$ cat config.mk
export PLATFORM = sky130hd
export DESIGN_NAME = stopwatch_ctrl
export DESIGN_NICKNAME = d
export VERILOG_FILES = /design/src/rtl/stopwatch_ctrl.sv
export SDC_FILE = /design/constraint.sdc
export NUM_CORES = 1
export LEC_CHECK = 0
export BUFFER_PORTS_ARGS = -buffer_cell sky130_fd_sc_hd__buf_2
export CAP_MARGIN = 10
export CORE_AREA = 2 2 94 133
export DETAILED_ROUTE_END_ITERATION = 12
export DIE_AREA = 0 0 96 135
export PLACE_DENSITY_LB_ADDON = 0.1
export REMOVE_ABC_BUFFERS = 1
export SETUP_SLACK_MARGIN = 0.1
export SLEW_MARGIN = 20
export SYNTH_ARGS = -nofsm -noshare
export SYNTH_HDL_FRONTEND = slang
export SYNTH_SLANG_ARGS = --single-unit
$ cat constraint.sdc
create_clock -name clk -period 2.45 [get_ports clk]
set_input_delay 0.6125 -clock clk [delete_from_list [all_inputs] [get_ports clk]]
set_output_delay 0.6125 -clock clk [all_outputs]
set_load 0.02 [all_outputs]
$ cat src/rtl/stopwatch_ctrl.sv
// Stopwatch control block: per-button synchronizer + debounce + press-edge
// detection, a four-state run/pause/lap FSM, and a tick prescaler producing
// count_en / count_clr / freeze for a downstream BCD counter and display.
// Optional feature macro: STOPWATCH_LAP_EN (lap button path and LAP state).

module stopwatch_debounce #(
  parameter int DB_CYCLES = 1000000
) (
  input  logic clk,
  input  logic reset,
  input  logic btn,
  output logic press
);
  localparam int CW = $clog2(DB_CYCLES);
  localparam logic [CW-1:0] CNT_MAX = CW'(DB_CYCLES - 1);

  logic          sync1;
  logic          sync2;
  logic          level;
  logic          level_d;
  logic [CW-1:0] cnt;

  // Synchronize, accept a new level after DB_CYCLES stable cycles, pulse on rise.
  // NOTE: clocked state uses non-blocking assignments so every flop samples
  // pre-edge values; sync1 -> sync2 would collapse into one stage otherwise.
  always_ff @(posedge clk or negedge reset) begin
    if (!reset) begin
      sync1   <= 1'b0;
      sync2   <= 1'b0;
      level   <= 1'b0;
      level_d <= 1'b0;
      cnt     <= '0;
      press   <= 1'b0;
    end else begin
      sync1 <= btn;
      sync2 <= sync1;
      if (sync2 == level) begin
        cnt <= '0;
      end else if (cnt == CNT_MAX) begin
        level <= sync2;
        cnt   <= '0;
      end else begin
        cnt <= cnt + 1'b1;
      end
      level_d <= level;
      press   <= level & ~level_d;
    end
  end
endmodule

module stopwatch_ctrl #(
  parameter int DB_CYCLES = 1000000,
  parameter int TICK_DIV  = 1000000
) (
  input  logic       clk,
  input  logic       reset,
  input  logic       start_btn,
  input  logic       lap_btn,
  input  logic       clear_btn,
  output logic       count_en,
  output logic       count_clr,
  output logic       freeze,
  output logic [1:0] state
);
  typedef enum logic [1:0] {
    IDLE  = 2'b00,
    RUN   = 2'b01,
    PAUSE = 2'b10,
    LAP   = 2'b11
  } state_t;

  localparam int PW = $clog2(TICK_DIV);
  localparam logic [PW-1:0] PRESC_MAX = PW'(TICK_DIV - 1);

  state_t        state_q;
  state_t        state_d;
  logic          clr_accept;
  logic          start_ev;
  logic          clear_ev;
  logic          lap_ev;
  logic [PW-1:0] presc;

  stopwatch_debounce #(.DB_CYCLES(DB_CYCLES)) u_db_start (
    .clk(clk), .reset(reset), .btn(start_btn), .press(start_ev)
  );

  stopwatch_debounce #(.DB_CYCLES(DB_CYCLES)) u_db_clear (
    .clk(clk), .reset(reset), .btn(clear_btn), .press(clear_ev)
  );

`ifdef STOPWATCH_LAP_EN
  stopwatch_debounce #(.DB_CYCLES(DB_CYCLES)) u_db_lap (
    .clk(clk), .reset(reset), .btn(lap_btn), .press(lap_ev)
  );
`else
  // Lap button has no load in this build; LAP is unreachable.
  logic unused_lap;
  assign unused_lap = lap_btn;
  assign lap_ev     = 1'b0;
`endif

  // Next state: clear beats start beats lap; only the first applicable event acts.
  // NOTE: every output gets a default first so no path infers a latch.
  always_comb begin
    state_d    = state_q;
    clr_accept = 1'b0;
    case (state_q)
      IDLE: begin
        if (clear_ev)      clr_accept = 1'b1;
        else if (start_ev) state_d    = RUN;
      end
      RUN: begin
        if (start_ev)    state_d = PAUSE;
        else if (lap_ev) state_d = LAP;
      end
      LAP: begin
        if (start_ev)    state_d = PAUSE;
        else if (lap_ev) state_d = RUN;
      end
      PAUSE: begin
        if (clear_ev) begin
          clr_accept = 1'b1;
          state_d    = IDLE;
        end else if (start_ev) begin
          state_d = RUN;
        end
      end
      default: state_d = IDLE;
    endcase
  end

  // State register, registered outputs and tick prescaler.
  always_ff @(posedge clk or negedge reset) begin
    if (!reset) begin
      state_q   <= IDLE;
      count_en  <= 1'b0;
      count_clr <= 1'b0;
      presc     <= '0;
`ifdef STOPWATCH_LAP_EN
      freeze    <= 1'b0;
`endif
    end else begin
      state_q   <= state_d;
      count_clr <= clr_accept;
`ifdef STOPWATCH_LAP_EN
      freeze    <= (state_d == LAP);
`endif
      count_en  <= 1'b0;
      if (clr_accept) begin
        presc <= '0;
      end else begin
        case (state_q)
          RUN, LAP: begin
            if (presc == PRESC_MAX) begin
              presc    <= '0;
              count_en <= 1'b1;
            end else begin
              presc <= presc + 1'b1;
            end
          end
          PAUSE:   presc <= presc;
          default: presc <= '0;
        endcase
      end
    end
  end

`ifndef STOPWATCH_LAP_EN
  assign freeze = 1'b0;
`endif

  assign state = state_q;
endmodule

# After elaboration in Yosys (flattened, before gate mapping)
# Index checks and enable logic that the tools add are counted.
dict set report word_totals {
  wordCells 59
  inputBits 5
  reg_bits 74
  out_inout_bits 5
}
dict set report op_classes {
  addsub 3
  bitwise 6
  eq_ne 11
  reduce_logical 6
  mux 17
}
# cell n
set ops {}
lappend ops {{two-way mux 20 bit} 6}
lappend ops {{adder 20 x 1 -> 20 bit (second input constant)} 3}
lappend ops {{== test 20 bit (second input constant)} 3}
lappend ops {{one-hot mux 20 bit (2 select lines)} 1}
lappend ops {{two-way mux 2 bit} 4}
lappend ops {{one-hot mux 2 bit (3 select lines)} 1}
lappend ops {{AND reduction 2 bit} 3}
lappend ops {{two-way mux 1 bit} 5}
lappend ops {{== test 2 bit (second input constant)} 2}
lappend ops {{inequality test 2 bit (second input constant)} 2}
lappend ops {{NOT 1 bit} 4}
lappend ops {{OR reduction 2 bit} 2}
lappend ops {{bitwise AND 1 bit} 2}
lappend ops {{== test 1 bit} 2}
lappend ops {{== test 2 x 1 -> 1 bit (second input constant)} 1}
lappend ops {{zero test 2 bit} 1}
lappend ops {{inequality test 2 x 1 -> 1 bit (second input constant)} 1}

# Depth between registers and ports, before layout
# Gate-level depths: netlist (run 1).
dict set report depth {
  ltp_word 4
  ltp_mapped 6
  ltp_nobuf 5
}

# Modules after synthesis
# Synthesis (run 1) repeated with hierarchy kept, for this count alone.
dict set report unflattened {
  hier_cells 361
  hier_area_um2 3641.0
}
# mod n_inst cells_each area_each_um2 seq_area_each_um2
set by_module_without_submodules {}
lappend by_module_without_submodules {stopwatch_debounce 2 111 1171.1 625.6}
lappend by_module_without_submodules {stopwatch_ctrl 1 139 1298.7 600.6}

# Worst setup path before layout (run 1)
# Ideal clock, no wire load.
dict set report synth_timing {
  path_type {flip-flop to flip-flop}
  startpoint {register state_q[0], in the netlist state[0]}
  endpoint {register presc[19]}
  period_less_slack_ns 2.072
  required_time_ns 2.368
  setup_slack_ns 0.378
  t_arrival_ns 1.990
  n_path_buf 2
  path_stages_with_launch 7
  setup_time_ns 0.082
  path_cell_list {dfrtp_1 clkbuf_2 nor3b_1 or4_1 clkbuf_2 or4_1 a22oi_2}
}
dict set report synth_via {
  elab_chain_len 4
  word_cells_on_any_way 10
  classes_between {eq/ne: 4; mux: 3; reduce/logical: 3}
}
# element line
set synth_lines {}
lappend synth_lines {{start, declared} 75} ;# state_t state_q;
lappend synth_lines {{start signal, assigned} 143} ;# state_q <= state_d;
lappend synth_lines {{== test 2 x 1 -> 1 bit, or another cell as far along} 152} ;# case (state_q)
lappend synth_lines {{OR reduction 2 bit (no line)} --}
lappend synth_lines {{one-hot mux 20 bit (2 select lines) or two-way mux 1 bit (tied branches)} --}
lappend synth_lines {{two-way mux 20 bit or inequality test 2 bit (tied branches)} --}
lappend synth_lines {{end signal, assigned} 158} ;# presc <= presc + 1'b1;
lappend synth_lines {{end signal, assigned} 161} ;# PAUSE: presc <= presc;
lappend synth_lines {{end, declared} 81} ;# logic [PW-1:0] presc;
# Several ways; a longest one is shown, not always the timed one.
# A chain may end at the register's enable or synchronous reset.

# Worst setup path in the final report (run 1)
dict set report layout_timing {
  startpoint {register presc[0]}
  endpoint {register presc[16]}
}
dict set report layout_via {
  elab_chain_len 4
  word_cells_on_any_way 5
  classes_between {add/sub: 1; eq/ne: 1; mux: 3}
}
# element line
set layout_lines {}
lappend layout_lines {{adder 20 x 1 -> 20 bit or == test 20 bit (tied branches)} {158, 154}}
lappend layout_lines {{two-way mux 20 bit *} 154} ;# if (presc == PRESC_MAX) begin
lappend layout_lines {{one-hot mux 20 bit (2 select lines) *} 152}
lappend layout_lines {{two-way mux 20 bit *} 149} ;# if (clr_accept) begin
# Mark *: on every way between the ends. The rest lies on a longest branch, timed or not.

==> results of run 1 <==
[through the flow]
| stage | util | hold slack (ps) | setup slack, ps | area [um^2] |
|---|---|---|---|---|
| after floorplan | - | 317 | -3.91 | 3520 |
| after global placement | 0.328 | 339 | 258 | 3830 |
| after detailed placement | 0.328 | 342 | 257 | 3830 |
| after CTS | 0.354 | 237 | 243 | 4140 |
| after global routing | 0.354 | 262 | 105 | 4140 |
| final | 0.354 | 222 | 273 | 4140 |
[area by class of cell]
cell class / instances / area (um^2) / area share
flip-flops and latches: 74 / 1850 / 0.447
multi-input cells: 260 / 1620 / 0.392
clock buffers: 11 / 253 / 0.0610
well taps: 147 / 184 / 0.0444
repair buffers: 18 / 133 / 0.0320
clock inverters: 5 / 52.6 / 0.0127
inverters: 12 / 45.0 / 0.0109
[layout by cell type, fill, tap and decap left out, drive strengths merged, types with 8 or more instances in the layout]
cell	count
nor4	10
inv	12
o21ai	19
a22oi	9
xnor2	22
nor3	9
o31ai	8
nand4	15
or3	12
xor2	13
a21oi	12
nor2	36
buf	18
nand3	21
nand2	25
clkbuf	11
or4	12
dfrtp	74
[cell families after synthesis]
kind of cell | count (synthesis) | share of synthesized area
buf+inv | 26 | 0.0334
simple gates | 164 | 0.248
mux | 3 | 0.00905
flops | 74 | 0.515
compound gates | 54 | 0.0978
other cells | 1 | 0.00104
fa+ha+maj | 3 | 0.0104
xor+xnor | 35 | 0.0853
[routing by layer]
metal	vias to the layer above	part of all wire	GRT usage
met5	-	0	0
met4	0	0.027	0.0714
met3	12	0.018	0.0218
met2	24	0.50	0.211
met1	1292	0.45	0.162
li1	1328	-	-
[power by group through the flow]
stage                     clock, mW  combinational [mW]  sequential [mW]
after floorplan                   0              0.0240             1.26
after global placement            0              0.0685             1.27
after detailed placement          0              0.0674             1.27
after CTS                      1.38              0.0679             1.25
after global routing           1.44              0.0753             1.25
final                          1.34              0.0637             1.25
[flip-flops by register name, indices dropped and copies added, names as in the netlist]
register / flops
presc: 20
state: 2
u_db_start.sync2: 1
u_db_start.sync1: 1
u_db_clear.sync2: 1
count_en: 1
u_db_start.level: 1
u_db_clear.press: 1
u_db_clear.level_d: 1
count_clr: 1
u_db_clear.sync1: 1
u_db_clear.level: 1
u_db_start.level_d: 1
u_db_start.press: 1
u_db_start.cnt: 20
u_db_clear.cnt: 20
[path summary, 6_finish.rpt]
kind | from | slack [ps] | cells after the start | end
max | presc[0]$_DFFE_PN0P_ | 270 | 5 | presc[16]$_DFFE_PN0P_
max in group asynchronous | reset | 1650 | 2 | u_db_start.cnt[14]$_DFF_PN0_
min reg2reg | u_db_clear.sync1$_DFF_PN0_ | 350 | 0 | u_db_clear.sync2$_DFF_PN0_
min | reset | 220 | 1 | presc[15]$_DFFE_PN0P_
min in group clk | u_db_clear.sync1$_DFF_PN0_ | 350 | 0 | u_db_clear.sync2$_DFF_PN0_
max reg2reg | presc[0]$_DFFE_PN0P_ | 270 | 5 | presc[16]$_DFFE_PN0P_
==> results.txt, run 1 <==
- Filler Cell Count: 1,228
* Synthesis-stage register bit count: 74
- Cell internal power was estimated by the tool at 2.09 mW.
- Die Wd: 96 um
- The largest individual stage delay along the critical path comes from the cell sky130_fd_sc_hd__or4_1.
- Net switching power of the design: 558 uW
* Switching part of the total power: 0.211
* Finish-stage setup viols: 0
- The number of antenna violations at the first check in global routing was 0.
* Clock slew at reported path FFs: 60 ps
- Global-route total usage across every layer: 0.130
* Total clock buffers created by CTS: 9
* Synth Instances: 360
- The number of global-route vias before repair is 2,628.
* Worst max-slew margin expressed relative to the limit: 0.655
- Number of vias per cell: 5.04
- Post-CTS setup buffer count: 0
- Static timing analysis puts the maximum clock frequency at 0.459 GHz.
* Flop pwr share: 0.470
- H-tree depth reported by CTS: 3
* Count of final hold-check violations: 0
* RSZ-0062 raised after global routing: no
- The detail route stage leaves a number of antenna-violating nets equal to 0.
- The design draws 2.65 mW.
- The die covers 13,000 um^2.
- CP arrival: 2430 ps
- Grouping stages by cell kind, the critical path spends the most delay in simple AND/OR/NAND/NOR gates.
- Worst Max-Slew Pin Slew: 516 ps
- Average wire per standard cell: 14.2 um
- Clock latency on the worst-skew pair: 340 ps
* Layout cell share with drive strength beyond 1: 0.118
- Number of synthesized flops with an enable pin: 0
* Net count reported at finish: 383
* Cell taking the most area after synthesis: sky130_fd_sc_hd__dfrtp_1
- Final worst-path cycle share: 0.888
- Netlist area before placement: 3590 um^2
- The number of antenna diodes in the final layout is 0.
* Grt ovf: 0
- Of the total power, the clock network draws 0.505.
- Vertical die dimension: 135 um
* Number of vias in the routed layout: 2,656
* Power Density: 640 nW/um^2
* Number of gates given a new drive strength after cts: 0
- Combinational cell fraction of total power: 0.024
- Number of distinct library cells after synthesis: 47
- Estimated wirelength of the detail-placed design: 5160 um
* Data required time at the worst endpoint: 2700 ps
- For this run, the slowest stage of the critical path takes 740 ps.
* Starting Density: 0.307
* Layout Skew: 6.80 ps
- Start-to-end type of the worst setup path: reg2reg
- STA classifies the critical path startpoint as a flip-flop.
* TritonCTS clock tree: yes
- The detailed router finished its first iteration with 83 violations.
* Largest net degree at the start of global routing: 44
* Largest cells by area after synthesis: sky130_fd_sc_hd__dfrtp_1 (52%), sky130_fd_sc_hd__xnor2_1 (5.4%), sky130_fd_sc_hd__nor2_1 (3.8%)
* Clk sink count: 74
- Weighted congestion reported at the end of routability-driven placement: 0.723
* Number of placed cells counting well taps: 511
* Max VDD drop: 298 uV
* Hold buffers post-CTS: 0
- Cell chain of the critical path: ha_1 > nand3_1 > or4_1 > or3_1 > a22oi_1
- During I/O placement, the number of pins put on the boundary was 10.
- Run status: completed
- STA classifies the critical path endpoint as a flip-flop.
* Post-layout minimum cycle time: 2180 ps
* Pins Over Slew Limit: 0
- Setup TNS: 0 ps
* Final routed wirelength across all metal layers: 7500 um
- Number of buffer cells added on primary ports: 7
- From synthesis to final layout, the design area changed by 15.2%.
- For this run, design rule violations remaining after detail routing come to 0.
* Core Region: 11,700 um^2
- Predominant post-synthesis flop cell: sky130_fd_sc_hd__dfrtp_1
- Sequential-to-total area share from yosys stat: 0.515
- The tree is rooted in a sky130_fd_sc_hd__clkbuf_16.
* Buffers & Inverters on Critical Path: 0
- Hold Path Class: in2async
- Synth top area share: 0.515
* Maximum fanout encountered on the critical timing path: 9
- The first global-routing pass estimated 13,000 um of wire.
- By instance count, the leading cell after synthesis is sky130_fd_sc_hd__dfrtp_1.
* Yosys synthesis warning count: 0
* Maximum clock insertion buffer count: 2
* Max-Cap Viols: 0
- Core Rows: 47
- For this run, the number of standard cells in the final layout without fillers is 527.
- For this design the static power due to leakage is 1.63 nW.
- After synthesis, the mean cell area works out to 9.98 um^2.
- After synthesis, the share of flip-flops with an asynchronous set or reset is 1.00.
- Pre-antenna DRT Iters: 4
- Most frequent cells after synthesis: sky130_fd_sc_hd__dfrtp_1 (74), sky130_fd_sc_hd__nor2_1 (36), sky130_fd_sc_hd__nand2_1 (25)
No activity file was read; power rests on OpenSTA's default activity.
==> run 2, diff against run 1 <==
--- a/config.mk
+++ b/config.mk
@@ -7,13 +7,14 @@
 export LEC_CHECK = 0
 export BUFFER_PORTS_ARGS = -buffer_cell sky130_fd_sc_hd__buf_2
 export CAP_MARGIN = 10
-export CORE_AREA = 2 2 94 133
+export CORE_AREA = 2 2 95 134
 export DETAILED_ROUTE_END_ITERATION = 12
-export DIE_AREA = 0 0 96 135
+export DIE_AREA = 0 0 97 136
 export PLACE_DENSITY_LB_ADDON = 0.1
 export REMOVE_ABC_BUFFERS = 1
 export SETUP_SLACK_MARGIN = 0.1
 export SLEW_MARGIN = 20
 export SYNTH_ARGS = -nofsm -noshare
 export SYNTH_HDL_FRONTEND = slang
+export SYNTH_HIERARCHICAL = 1
 export SYNTH_SLANG_ARGS = --single-unit
==> run 2 against run 1 <==
  * Fmax up 4.9%
  * Register-to-register slack better by 100 ps
  * Via count up 0.23%
  * Cell count up 0.95%
  * Area after synthesis up 1.3%
  * Power down 6.0%
  * Global-route usage down 0.49 points
  * First-iteration DRC count up 39%
  * Clock power down 12%
  * Largest power group is now registers
==> results.txt, run 2 <==
- Run status: completed
* Number of distinct library cells after synthesis: 44
* Number of synthesized flops with an enable pin: 0
- Counting I/O delays and the setup requirement, the final critical path takes 2080 ps.
- Number of top-level pins: 10
* CTS root buf: sky130_fd_sc_hd__clkbuf_16
* Commonest non-fill, non-tap cells in the layout: sky130_fd_sc_hd__dfrtp_1 (74), sky130_fd_sc_hd__nor2_1 (41), sky130_fd_sc_hd__nand2_1 (31)
- The share of synthesized area in the top cell type comes to 0.509.
- The final number of hold-violating endpoints was 0.
- Most frequent cells after synthesis: sky130_fd_sc_hd__dfrtp_1 (74), sky130_fd_sc_hd__nor2_1 (41), sky130_fd_sc_hd__nand2_1 (31)
* Number of buffer cells added on primary ports: 7
- Initial detailed-routing violation count: 115
* Clk sink count: 74
* Switching part of the total power: 0.213
* Biggest registers after layout: presc: 20 flops, u_db_clear/cnt: 20 flops, u_db_start/cnt: 20 flops
* Startpoint Class: flip-flop
- Top-count cell post-synth: sky130_fd_sc_hd__dfrtp_1
- Buffers inserted to repair hold after CTS numbered 0.
* Final worst-path cycle share: 0.847
- DRC viols: 0
* Fraction of registers with async set or reset after synthesis: 1.00
* Met3 track demand over resource in global routing: 0.0267
- Largest cells by area after synthesis: sky130_fd_sc_hd__dfrtp_1 (51%), sky130_fd_sc_hd__xnor2_1 (6.0%), sky130_fd_sc_hd__nor2_1 (4.2%)
- Worst slack after detailed placement: 383 ps
* Starting Density: 0.302
- The first global-routing pass estimated 13,300 um of wire.
- Final hold analysis gives a worst-case slack of 142 ps.
* RSZ-0062 raised after global routing: no
- Grt ovf: 0
- The repair_antennas step left the layout with diodes totalling 0.
- Layout cell share with drive strength beyond 1: 0.113
* Number of gates given a new drive strength after cts: 0
* Weighted congestion reported at the end of routability-driven placement: 0.693
- Core Rows: 48
- Layout Skew: 7.48 ps
* Syn avg cell area: 10.1 um^2
* Setup TNS: 0 ps
- The number of global-route vias before repair is 2,727.
- Number of antenna violations at the first check in global routing: 0
- Average wire per standard cell: 14.1 um
- Finish-stage setup viols: 0
- In the routed layout, each cell is associated on average with a via count of 5.00.
- Most utilized layer in the global route result: met2
- H-tree depth reported by CTS: 3
- Power Density: 599 nW/um^2
- Sequential-to-total area share from yosys stat: 0.509
- Static timing analysis puts the maximum clock frequency at 0.482 GHz.
- Slack of the worst reg-to-reg path: 370 ps
- Number of vias in the routed layout: 2,662
- The floorplan step set the die height to 136 um.
- The cell area that synthesis handed to floorplanning was 3640 um^2.
- After layout, the design draws a total of 2.49 mW.
- Total clock buffers created by CTS: 9
- TritonCTS built the clock tree.
- Leaving out fill and tap cells, the most frequent cell in the layout is sky130_fd_sc_hd__dfrtp_1.
* Hold Path Class: in2async
- Of all cell types, the one taking the most synthesized area is sky130_fd_sc_hd__dfrtp_1.
- Synth Instances: 361
- CP arrival: 2330 ps
* Die Wd: 97 um
- Before antenna repair, the detailed router went through 4 iterations.
- The critical path is of the reg2reg type.
- The die covers 13,200 um^2.
- Combinational cell fraction of total power: 0.025
- The core region is 12,100 um^2.
- IR analysis of the VDD net gives a maximum drop of 321 uV.
- For met1 alone, demand over resource in global routing was 0.154.
- Maximum clock insertion buffer count: 2
- Clock latency on the worst-skew pair: 330 ps
- Entering global routing, the biggest net connects 36 pins.
- Of the total power, the clock network draws 0.475.
- Type of element capturing the critical path: flip-flop
- Final routed wirelength across all metal layers: 7500 um
- Post-detailed-route count of antenna-violating nets: 0
- Met2 track demand over resource in global routing: 0.208
- Pins Over Slew Limit: 0
- Worst max-slew margin expressed relative to the limit: 0.585
- Of all nets on the critical path, the largest fanout is 9.
- The share of total power dissipated in sequential elements is 0.500.
* Max-Cap Viols: 0
- After clock tree synthesis, the clock-pin slew on the worst setup and hold paths is 60 ps.
- Synthesis-stage register bit count: 74
- In this run the static leakage power is 1.65 nW.
- The internal portion of the total power is 1.96 mW.
- Estimated wirelength of the detail-placed design: 5120 um
- Among all flip-flop cells after synthesis, the most frequent one is sky130_fd_sc_hd__dfrtp_1.
- Net count reported at finish: 385
- Filler Cell Count: 1,228
- Setup slack closes at 374 ps.
* Post-CTS setup buffer count: 0
- For this design the total switching power over the nets is 529 uW.
- The Yosys step of the flow raised 6 warnings.
- At the worst endpoint, the required time is 2710 ps.
- For the pin with the worst max-slew slack, the measured transition is 617 ps.
* Area Growth Syn to Fin: 14.1%
* Global-route total usage across every layer: 0.125
-- run 2: cell types whose count changed in the layout (fill, tap and decap cells not counted), moves of 4 or more --
cell	previous run	this run
sky130_fd_sc_hd__nand4_1	14	10
sky130_fd_sc_hd__nand2_1	25	31
sky130_fd_sc_hd__and2_1	0	4
sky130_fd_sc_hd__nor2_1	36	41
sky130_fd_sc_hd__or4_1	11	7
sky130_fd_sc_hd__nor4b_1	0	6
sky130_fd_sc_hd__a21oi_1	12	7
-- run 2: layout make-up --
class	count	area [um^2]	share of cell area
Clock buffer	13	250	0.0602
Sequential cell	74	1850	0.446
Timing Repair Buffer	15	110	0.0265
Multi-Input combinational cell	266	1700	0.409
Inverter	11	41.3	0.00994
Tap cell	150	188	0.0452
Clock inverter	3	15.0	0.00361
-- run 2: kinds of logic after synthesis --
logic type                 count (synthesis)  synth area share
AOI/OAI and AO/OA                         44            0.0801
buffers and inverters                     21            0.0251
DFF                                       74             0.509
and+or+nand+nor                          176             0.271
xor gates and xnor gates                  36            0.0866
other                                      1           0.00103
adders and majority gates                  3            0.0103
muxes                                      6            0.0172
-- run 2: path summary, 6_finish.rpt --
| check | startpoint | endpoint | cells past startpoint |
|---|---|---|---|
| max | presc[0]$_DFFE_PN0P_ | presc[16]$_DFFE_PN0P_ | 5 |
| min | reset | u_db_clear/cnt[16]$_DFF_PN0_ | 1 |
| max reg2reg | presc[0]$_DFFE_PN0P_ | presc[16]$_DFFE_PN0P_ | 5 |
| min reg2reg | u_db_clear/sync1$_DFF_PN0_ | u_db_clear/sync2$_DFF_PN0_ | 0 |
| max in group asynchronous | reset | u_db_start/press$_DFF_PN0_ | 2 |
| min in group clk | u_db_clear/sync1$_DFF_PN0_ | u_db_clear/sync2$_DFF_PN0_ | 0 |
-- run 2: critical path, cell delays in order, from the launching register on --
cell and delay [ps]:
sky130_fd_sc_hd__dfrtp_1 380, sky130_fd_sc_hd__ha_1 210, sky130_fd_sc_hd__nand3_2 140, sky130_fd_sc_hd__or3_1 550, sky130_fd_sc_hd__or4_1 560, sky130_fd_sc_hd__a22oi_2 160
-- run 2: through the flow --
step            util  cells  instance area [um^2]
2_1_floorplan      -    351                  3590
3_3_place_gp   0.322    516                  3890
3_5_place_dp   0.322    516                  3890
4_1_cts        0.344    532                  4150
5_1_grt        0.344    532                  4150
6_report       0.344    532                  4150
-- run 2: power groups by stage --
stage          Combinational, mW  Sequential, mW  Clock (mW)
2_1_floorplan             0.0229            1.26           0
3_3_place_gp              0.0665            1.27           0
3_5_place_dp              0.0660            1.27           0
4_1_cts                   0.0662            1.24        1.23
5_1_grt                   0.0737            1.25        1.29
6_report                  0.0624            1.25        1.18
-- run 2: layer usage --
metal,part of all wire,wire [um],up-vias
met4,0.018,137,0
met5,0,0,-
met1,0.47,3520,1300
li1,-,-,1332
met3,0.021,156,11
met2,0.49,3680,19
==> run 3, diff against run 2 <==
--- a/config.mk
+++ b/config.mk
@@ -5,11 +5,12 @@
 export SDC_FILE = /design/constraint.sdc
 export NUM_CORES = 1
 export LEC_CHECK = 0
+export ABC_AREA = 1
 export BUFFER_PORTS_ARGS = -buffer_cell sky130_fd_sc_hd__buf_2
 export CAP_MARGIN = 10
-export CORE_AREA = 2 2 95 134
+export CORE_AREA = 2 2 101 142
 export DETAILED_ROUTE_END_ITERATION = 12
-export DIE_AREA = 0 0 97 136
+export DIE_AREA = 0 0 103 144
 export PLACE_DENSITY_LB_ADDON = 0.1
 export REMOVE_ABC_BUFFERS = 1
 export SETUP_SLACK_MARGIN = 0.1
==> constraint.sdc (replaced) <==
create_clock -name clk -period 2.1 [get_ports clk]
set_input_delay 0.525 -clock clk [delete_from_list [all_inputs] [get_ports clk]]
set_output_delay 0.525 -clock clk [all_outputs]
set_load 0.02 [all_outputs]
==> run 3 against run 2 <==
  * Cell area increased by 13%
  * Critical path type unchanged
  * Cell count increased by 39%
  * Synthesized cell count increased by 48%
  * Flip-flop and latch count unchanged
  * Global-route usage increased by 1.9 points
  * Count of clock-buffer cells in the layout decreased by 3
  * Via count increased by 24%
  * Routed wire length increased by 29%
  * Die area increased by 12%
  * Worst hold slack got worse by 47 ps
==> results.txt, run 3 <==
- TritonCTS built the clock tree.
- Total clock buffers created by CTS: 9
- Excluding fillers, the count of instances in the completed layout stands at 740.
- The largest registers in the layout are presc: 20 flops, u_db_clear/cnt: 20 flops, u_db_start/cnt: 20 flops.
- Number of top-level pins: 10
- Tightest hold margin: 95.3 ps
- After the last flow step, the layout net total stands at 558.
* Multiplexer fraction of the synthesized cell area: 0
- Once detail routing completed, the nets flagged for antenna violations numbered 0.
- Number of gates given a new drive strength after cts: 0
- The initialized floorplan defines 51 standard-cell rows.
* Dominant combinational cell family by area after synthesis: simple AND/OR/NAND/NOR gates
- Weighted congestion reported at the end of routability-driven placement: 0.807
- Of the total synthesized cell area, the portion taken by full adders, half adders and majority gates is 0.00907.
- Layout Skew: 6.78 ps
- The tree is rooted in a sky130_fd_sc_hd__clkbuf_16.
- Predominant post-synthesis flop cell: sky130_fd_sc_hd__dfrtp_1
- Run status: completed
- For this run, asynchronously set or reset flops after synthesis account for 1.00.
- The count of pins over their slew limit was 0.
* Largest cells by area after synthesis: sky130_fd_sc_hd__dfrtp_1 (45%), sky130_fd_sc_hd__nor2_1 (11%), sky130_fd_sc_hd__nand2_1 (9.7%)
- After detailed placement, the total cell area comes to 4410 um^2.
- The area growth from synthesis to layout is 13.1%.
- Entering global routing, the biggest net connects 52 pins.
- Summing all multi-input logic gate instances after layout gives 2080 um^2.
* Sequential-to-total area share from yosys stat: 0.447
- Syn avg cell area: 7.77 um^2
* Post-Synth XOR/XNOR Area: 0.0671
- Clock slew at reported path FFs: 60 ps
* Number of distinct library cells after synthesis: 32
- The post-synthesis compound-gate area fraction is 0.0399.
* Number of global-route vias before repair: 3,343
- Layout cell share with drive strength beyond 1: 0.151
- The worst setup path is of the reg2reg kind.
* Maximum clock insertion buffer count: 2
- The floorplan step defined a core boundary enclosing 13,700 um^2.
- Estimated wirelength of the detail-placed design: 7210 um
- Finished Cell Area: 4680 um^2
* Static leakage: 1.94 nW
- H-tree depth reported by CTS: 3
- Of the available clock period, the critical path in the final layout requires 0.783.
- Setup repair after global routing left no endpoint under its margin.
- The routed layout has 3,312 vias.
* Clk sink count: 74
- STA classifies the critical path endpoint as a flip-flop.
- The number of antenna violations at the first check in global routing came to 0.
- Leaving out fill and tap cells, the most frequent cell in the layout is sky130_fd_sc_hd__nor2_1.
- Wire length of the first global-routing pass: 16,200 um
* Data required time at the worst endpoint: 2320 ps
* Highest clock frequency the design can meet: 0.608 GHz
- After the first detailed-routing iteration, the DRC count stood at 88.
- Netlist area before placement: 4140 um^2
* Global-route total usage across every layer: 0.144
- Commonest non-fill, non-tap cells in the layout: sky130_fd_sc_hd__nor2_1 (117), sky130_fd_sc_hd__nand2_1 (107), sky130_fd_sc_hd__dfrtp_1 (74)
- Synth top area share: 0.447
- Die Wd: 103 um
* Final routed wirelength across all metal layers: 9650 um
* Post-layout minimum cycle time: 1650 ps
* Most frequent cells after synthesis: sky130_fd_sc_hd__nor2_1 (117), sky130_fd_sc_hd__nand2_1 (107), sky130_fd_sc_hd__dfrtp_1 (74)
- For this configuration, the core starts out at a cell density of 0.303.
* Max VDD drop: 306 uV
- Pre-antenna DRT Iters: 4
- Synth Instances: 533
* Synthesis-stage register bit count: 74
* Count of final hold-check violations: 0
- Dividing the detail-routed wire length by the instance count gives 13.0 um.
- The Yosys step of the flow raised 6 warnings.
- The tool flagged a number of max-cap violations equal to 0.
* Top-count cell post-synth: sky130_fd_sc_hd__nor2_1
- STA puts the critical path data arrival time at 1860 ps.
- Power Density: 629 nW/um^2
- Cell taking the most area after synthesis: sky130_fd_sc_hd__dfrtp_1
- Setup violations remaining at the end of the flow were counted as 0.
* Number of buffer cells added on primary ports: 7
* Post-CTS setup buffer count: 0
* Number of vias per cell: 4.48
* Antenna diodes: 0
- In the routed design, unresolved DRC markers number 0.
* Hold Path Class: in2async
- Hold buffers post-CTS: 0
* Filler Cell Count: 1,482
- At the later pin of the worst-skew pair, clock insertion delay measures 330 ps.
- For this run the aggregate overflow at the end of global routing stands at 0.
- Power Total: 2.95 mW
* Simple-gate share of the synthesized area: 0.386
- STA classifies the critical path startpoint as a flip-flop.
* Number of synthesized flops with an enable pin: 0
- In this run, placement finished with an instance count of 724.
* Area of all sequential standard cells: 1850 um^2
* Maximum fanout encountered on the critical timing path: 7
* Vertical die dimension: 144 um
- The die covers 14,800 um^2.
- Setup total negative slack on the finished layout was measured at 0 ps.
run 3: cell types whose count changed after synthesis, moves of 7 or more:
cell / delta
sky130_fd_sc_hd__nand2_2: +16
sky130_fd_sc_hd__nand3_1: +15
sky130_fd_sc_hd__or4_1: -7
sky130_fd_sc_hd__xnor2_1: -19
sky130_fd_sc_hd__xor2_1: +11
sky130_fd_sc_hd__nor4_1: -10
sky130_fd_sc_hd__nor2_2: +21
sky130_fd_sc_hd__nand2_1: +76
sky130_fd_sc_hd__nor2_1: +76
sky130_fd_sc_hd__inv_1: +34
sky130_fd_sc_hd__or3_1: -11
run 3: worst paths after layout:
check                                      startpoint                          end  slack, ps  cells after the start
setup / recovery                 presc[0]$_DFFE_PN0P_        presc[15]$_DFFE_PN0P_        450                      8
hold / removal                                  reset        presc[18]$_DFFE_PN0P_        100                      1
min in group clk                            start_btn   u_db_start/sync1$_DFF_PN0_        300                      1
hold reg to reg            u_db_clear/sync1$_DFF_PN0_   u_db_clear/sync2$_DFF_PN0_        360                      0
setup reg to reg                 presc[0]$_DFFE_PN0P_        presc[15]$_DFFE_PN0P_        450                      8
max in group asynchronous                       reset  u_db_clear/cnt[6]$_DFF_PN0_       1420                      2
run 3: critical path, cell delays in order, from the launching register on:
cell and delay (ps):
sky130_fd_sc_hd__dfrtp_1 400, sky130_fd_sc_hd__ha_1 230, sky130_fd_sc_hd__nand3_2 180, sky130_fd_sc_hd__nor2_4 170, sky130_fd_sc_hd__nand3_1 110, sky130_fd_sc_hd__nand2_2 190, sky130_fd_sc_hd__inv_1 110, sky130_fd_sc_hd__nor2_1 100
sky130_fd_sc_hd__nor2_1 40
run 3: kinds of logic after synthesis:
| family | Yosys count |
|---|---|
| AND/OR/NAND/NOR | 342 |
| flip-flops | 74 |
| buffers and inverters | 52 |
| AO/OA/AOI/OAI | 31 |
| XOR/XNOR | 30 |
| adder cells (fa/ha/maj) | 3 |
| other | 1 |
run 3: area by class of cell:
type,instances,share of cell area
Inverter,49,0.0393
Timing Repair Buffer,9,0.0139
Multi-Input combinational cell,407,0.444
Sequential cell,74,0.395
Tap cell,185,0.0494
Clock inverter,6,0.00694
Clock buffer,10,0.0510
run 3: per-layer routing:
metal  up-vias  part of all wire  GRT usage
met5         -                 0          0
met4         0             0.019     0.0623
met3        12             0.017     0.0295
met2        25              0.54      0.266
met1      1557              0.42      0.157
li1       1718                 -          -
run 3: power breakdown:
| group | leakage (nW) | internal [mW] | total, mW | switching (mW) |
|---|---|---|---|---|
| logic | 0.786 | 0.0177 | 0.0747 | 0.0571 |
| clock network | 0.138 | 0.821 | 1.42 | 0.603 |
| registers | 1.02 | 1.44 | 1.45 | 0.00926 |
| total | 1.94 | 2.28 | 2.95 | 0.669 |
run 3: metrics by stage:
stage,utilization,setup WS (ps)
final,0.343,455
after global routing,0.343,294
after CTS,0.343,434
after detailed placement,0.323,464
after global placement,0.323,463
after floorplan,-,622
